**config.mk**
```make
export PLATFORM = sky130hd
export DESIGN_NAME = banked_port_arbiter
export DESIGN_NICKNAME = d
export VERILOG_FILES = /design/src/rtl/banked_port_pkg.sv /design/src/rtl/bank_onehot_decoder.sv /design/src/rtl/banked_port_arbiter.sv
export SDC_FILE = /design/constraint.sdc
export NUM_CORES = 1
export LEC_CHECK = 0
export BUFFER_PORTS_ARGS = -buffer_cell sky130_fd_sc_hd__buf_2
export CAP_MARGIN = 20
export CORE_MARGIN = 2
export CORE_UTILIZATION = 45
export CTS_CLUSTER_SIZE = 28
export DETAILED_ROUTE_END_ITERATION = 10
export GPL_ROUTABILITY_DRIVEN = 0
export GPL_TIMING_DRIVEN = 0
export HOLD_SLACK_MARGIN = 0.05
export PLACE_DENSITY = 0.79
export RECOVER_POWER = 25
export SLEW_MARGIN = 25
export SYNTH_ARGS = -nofsm -noshare
export SYNTH_HDL_FRONTEND = slang
export SYNTH_HIERARCHICAL = 1
export SYNTH_SLANG_ARGS = --single-unit
```
**constraint.sdc**
```tcl
create_clock -name i_clk -period 2.5 [get_ports i_clk]
set_clock_uncertainty 0.1 [all_clocks]
set_input_delay 0 -clock i_clk [delete_from_list [all_inputs] [get_ports i_clk]]
set_output_delay 0 -clock i_clk [all_outputs]
set_load 0.01 [all_outputs]
```
**src/rtl/banked_port_pkg.sv**
```systemverilog
// rtl/banked_port_pkg.sv - shared arbitration constants and width helper for the banked port arbiter
package banked_port_pkg;

    localparam int ARB_FIXED = 0;
    localparam int ARB_RR    = 1;

    function automatic int calc_bw(input int num_banks);
        return $clog2(num_banks);
    endfunction

endpackage

```
**src/rtl/bank_onehot_decoder.sv**
```systemverilog
// rtl/bank_onehot_decoder.sv - binary bank index to one-hot bank enable
module bank_onehot_decoder #(
    parameter int NUM_BANKS = 4,
    parameter int BW        = 2
) (
    input  logic [BW-1:0]        bank_idx,
    output logic [NUM_BANKS-1:0] onehot
);

    always_comb begin
        onehot           = '0;
        onehot[bank_idx] = 1'b1;
    end

endmodule

```
**src/rtl/banked_port_arbiter.sv**
```systemverilog
// rtl/banked_port_arbiter.sv - two-port arbiter into banked memory with collision detection and counting
module banked_port_arbiter
    import banked_port_pkg::*;
#(
    parameter int    MEM_DEPTH    = 64,
    parameter int    NUM_BANKS    = 4,
    parameter int    DATA_WIDTH   = 8,
    parameter int    PARITY_BITS  = $clog2(DATA_WIDTH) + 1,
    parameter int    ENCODED_WORD = DATA_WIDTH + PARITY_BITS,
    parameter int    ARB_MODE     = 0,
    localparam int   CW           = ENCODED_WORD + 1,
    localparam int   BW           = calc_bw(NUM_BANKS),
    localparam int   BAW          = $clog2(MEM_DEPTH),
    localparam int   AW           = BW + BAW
) (
    input  logic                 i_clk,
    input  logic                 i_rst_n,
    input  logic                 i_req_a,
    input  logic                 i_req_b,
    input  logic                 i_we_a,
    input  logic                 i_we_b,
    input  logic [AW-1:0]        i_addr_a,
    input  logic [AW-1:0]        i_addr_b,
    input  logic [CW-1:0]        i_data_a,
    input  logic [CW-1:0]        i_data_b,
    output logic                 o_rdy_a,
    output logic                 o_rdy_b,
    output logic [NUM_BANKS-1:0] o_bank_en_a,
    output logic [NUM_BANKS-1:0] o_bank_en_b,
    output logic                 o_bank_we_a,
    output logic                 o_bank_we_b,
    output logic [BAW-1:0]       o_bank_addr_a,
    output logic [BAW-1:0]       o_bank_addr_b,
    output logic [CW-1:0]        o_bank_data_a,
    output logic [CW-1:0]        o_bank_data_b,
    output logic                 o_conflict,
    output logic [15:0]          o_conflict_cnt
);

    logic [NUM_BANKS-1:0] onehot_a;
    logic [NUM_BANKS-1:0] onehot_b;
    logic                 collision;
    logic                 tie_to_b;
    logic                 xfer_a;
    logic                 xfer_b;
    // Holds the port owed the next tie (0=A): the loser of the previous one.
    logic                 last_winner;

    bank_onehot_decoder #(.NUM_BANKS(NUM_BANKS), .BW(BW)) u_dec_a (
        .bank_idx (i_addr_a[AW-1 -: BW]),
        .onehot   (onehot_a)
    );

    bank_onehot_decoder #(.NUM_BANKS(NUM_BANKS), .BW(BW)) u_dec_b (
        .bank_idx (i_addr_b[AW-1 -: BW]),
        .onehot   (onehot_b)
    );

    // Full address equality covers both same bank and same in-bank word.
    assign collision = i_req_a && i_req_b && (i_addr_a == i_addr_b) && (i_we_a || i_we_b);
    assign tie_to_b  = (ARB_MODE == ARB_RR) && last_winner;
    assign o_rdy_a   = i_req_a && !(collision && tie_to_b);
    assign o_rdy_b   = i_req_b && !(collision && !tie_to_b);
    assign xfer_a    = i_req_a && o_rdy_a;
    assign xfer_b    = i_req_b && o_rdy_b;

    always_ff @(posedge i_clk or negedge i_rst_n) begin
        if (!i_rst_n) begin
            o_bank_en_a    <= '0;
            o_bank_en_b    <= '0;
            o_bank_we_a    <= 1'b0;
            o_bank_we_b    <= 1'b0;
            o_bank_addr_a  <= '0;
            o_bank_addr_b  <= '0;
            o_bank_data_a  <= '0;
            o_bank_data_b  <= '0;
            o_conflict     <= 1'b0;
            o_conflict_cnt <= '0;
            last_winner    <= 1'b0;
        end else begin
            o_bank_en_a <= xfer_a ? onehot_a : '0;
            o_bank_en_b <= xfer_b ? onehot_b : '0;
            o_bank_we_a <= xfer_a && i_we_a;
            o_bank_we_b <= xfer_b && i_we_b;
            if (xfer_a) begin
                o_bank_addr_a <= i_addr_a[BAW-1:0];
                o_bank_data_a <= i_data_a;
            end
            if (xfer_b) begin
                o_bank_addr_b <= i_addr_b[BAW-1:0];
                o_bank_data_b <= i_data_b;
            end
            o_conflict <= collision;
            if (collision) begin
                last_winner <= !tie_to_b;
                if (o_conflict_cnt != 16'hFFFF) begin
                    o_conflict_cnt <= o_conflict_cnt + 16'd1;
                end
            end
        end
    end

endmodule

```
==> flow_summary.yaml <==
status:
  outcome: "complete, but fails checks"
  violations: "capacitance limit, slew limit"
finish:
  drive_gt1_share_pct: 46.0
  nNetsFinal: 429
  area_growth_pct: 51.9
  postLayoutCellArea_um2: 4150
  fill_cells: 422
  diodes: 0
  fin_util_pct: 70.6
logic_synthesis:
  synth-seq-cells: 65
  ys_seq_area_share_pct: 59.5
  synth_top_area_share_pct: 59.5
  yosys-top-cells-count: "65 x dfrtp_1, 37 x mux2_2, 21 x xnor2_1, 12 x nand3_1, 11 x and2_1"
  synth_top_cell_by_area: "dfrtp_1"
  syn_area_um2: 2740
  yosys_most_used_dff: "dfrtp_1"
  avgSynthCellArea_um2: 13.7
  syn-num-nets: 249
  synth_cell_types: 27
  postSynth.asyncResetShare_pct: 100
  yosysMostFrequentCell: "dfrtp_1"
  synth_area_leaders: "dfrtp_1 59%, mux2_2 15%, xnor2_1 6.7%, and2_1 2.5%, nand3_1 2.2%"
  synth-edff-count: 0
  synthCells: 200
  yosys_warnings: 6
drt:
  viasPerCell: 4.87
  via_count: 2241
  detail-route-antenna-nets: 0
  drc: 0
  drtPass1Iterations: 4
  drt_iter0_drc: 28
  finalWirelength_um: 7040
  wl_per_cell_um: 15.3
floorplanning:
  initial_core_util_pct: 46.5
  io_pins: 115
  std_cell_rows: 28
  die_h_um: 82.0
  die_area_um2: 6720
  coreArea_um2: 5890
  die_x_um: 82.0
power_and_ir_drop:
  leakage_uw: 0.00206
  max-vdd-ir-drop_mv: 0.468
  power_uw: 2460
  power.density_nw_per_um2: 591
sta:
  slew_headroom_pct: -18.1
  finalSetupViolCount: 0
  timing.fmax_mhz: 459
  fin_crit_ns: 2.18
  final-max-slew-violation-count: 43
  fin_crit_sh_pct: 87.2
  setup_ws_ns: 0.320
  hold_violations: 0
  fin_setup_tns_ns: 0
  grt_setup_unrepaired: "no"
  tightest_slew_ns: 1.77
placement:
  dp_worst_setup_slack_ns: 0.327
  place_area_um2: 3420
  io_buffers: 113
  dp_hpwl_um: 4480
setup_path:
  startpoint_type: "flip-flop"
  endpoint_kind: "flip-flop"
  required_ns: 2.61
  crit_fanout: 10
  crit_arrival_ns: 2.29
  r2r_cells: 7
  crit_type: "flip-flop to flip-flop"
global_route:
  grt_max_degree: 43
  grt_antenna_before_repair: 0
  grt_pass1_wl_um: 11000
  grt_use_total_pct: 22.5
  grt.overflow.total: 0
  grt_pass1_vias: 2317
run:
  cap_violations: 1
clock_tree:
  h-tree-depth: 3
  path_clk_slew_ns: 0.06
  cts_sinks: 65
  clock_tree.buffer_depth: 2
  clock_latency_ns: 0.33
  numCtsBuffers: 9
  cts_resized: 0
  root_buffer: "clkbuf_8"
  cts_tree: "built"
hold_path:
  holdPathStages: 2
  holdCritPathClass: "primary input to output port"
layout by cell type (no fill, tap or decap), drive strengths merged, types with 2 or more instances in the layout:
master       Yosys  final
buf              5    117
dfrtp           65     65
dlygate4sd3      0     53
mux2            41     41
xnor2           21     21
clkbuf           3     20
and2            13     13
nand3           12     12
nand4            9      9
and3             7      7
nand2            6      6
nor2             4      4
nand2b           2      2
nor2b            2      2
and2b            2      2
inv              2      2
final timing paths:
check | startpoint | end | slack [ns]
max | o_conflict_cnt[0]$_DFFE_PN0P_ | o_conflict_cnt[8]$_DFFE_PN0P_ | 0.32
min | i_req_a | o_rdy_a | 0.11
max reg2reg | o_conflict_cnt[0]$_DFFE_PN0P_ | o_conflict_cnt[8]$_DFFE_PN0P_ | 0.32
min reg2reg | o_conflict_cnt[6]$_DFFE_PN0P_ | o_conflict_cnt[6]$_DFFE_PN0P_ | 0.38
max in group asynchronous | i_rst_n | o_conflict$_DFF_PN0_ | 0.49
min in group asynchronous | i_rst_n | o_bank_data_b[5]$_DFFE_PN0P_ | 0.53
critical path: stages, from the launching register on:
cell      delay (ns)
dfrtp_1         0.42
ha_1            0.23
and3_1          0.23
and3_1          0.21
nand4_1         0.18
clkbuf_1        0.37
nand4_1         0.17
xnor2_1         0.15
metrics by stage:
stage	hold WS [ns]	cells
floorplan	-0.396	200
global placement	0.0852	388
detailed placement	-0.172	389
CTS	0.0718	459
global route	0.136	460
finish	0.110	460
state kept, by name, summed over array words and instances (netlist names):
register        flops
o_bank_addr_a       6
o_bank_en_b         4
o_bank_addr_b       6
o_conflict_cnt     16
o_bank_data_b      13
o_bank_en_a         4
o_conflict          1
o_bank_we_b         1
o_bank_we_a         1
o_bank_data_a      13
cell type report:
class	instances	area, um^2	share of cell area, %
Multi-Input combinational cell	125	1050	25.2
Clock inverter	2	35.0	0.843
Timing Repair Buffer	169	1120	26.9
Inverter	2	10.0	0.241
Buffer	8	50.0	1.20
Clock buffer	14	173	4.16
Tap cell	75	93.8	2.26
Sequential cell	65	1630	39.2
where the power goes:
| part | switching, uW | leakage [uW] | internal, uW |
|---|---|---|---|
| clock network | 373 | 0.000107 | 542 |
| logic | 171 | 0.00114 | 213 |
| registers | 34.7 | 0.000815 | 1120 |
cell families (layout without fill, tap and decap cells):
logic type	after synthesis	after routing	share of synthesized area [%]
AOI/OAI and AO/OA	1	1	0.320
xor gates and xnor gates	21	21	6.72
buffers and inverters	10	195	2.20
DFF	65	65	59.5
muxes	41	41	17.4
and+or+nand+nor	61	61	13.4
adders and majority gates	1	1	0.457
routing by layer:
metal,part of all wire [%],global-route usage [%],vias to the layer above
li1,-,-,1047
met1,40,25.4,1113
met2,54,41.5,66
met3,3.8,3.52,15
met4,2.2,10.3,0
met5,0,0,-
timing repair:
action	4_1_cts	5_1_grt
endpoints found under the hold margin	115	0
endpoints found under the setup margin	0	1
buffers inserted	0	1
hold buffers	54	0
Note: power is estimated with default switching activity, not from simulation.
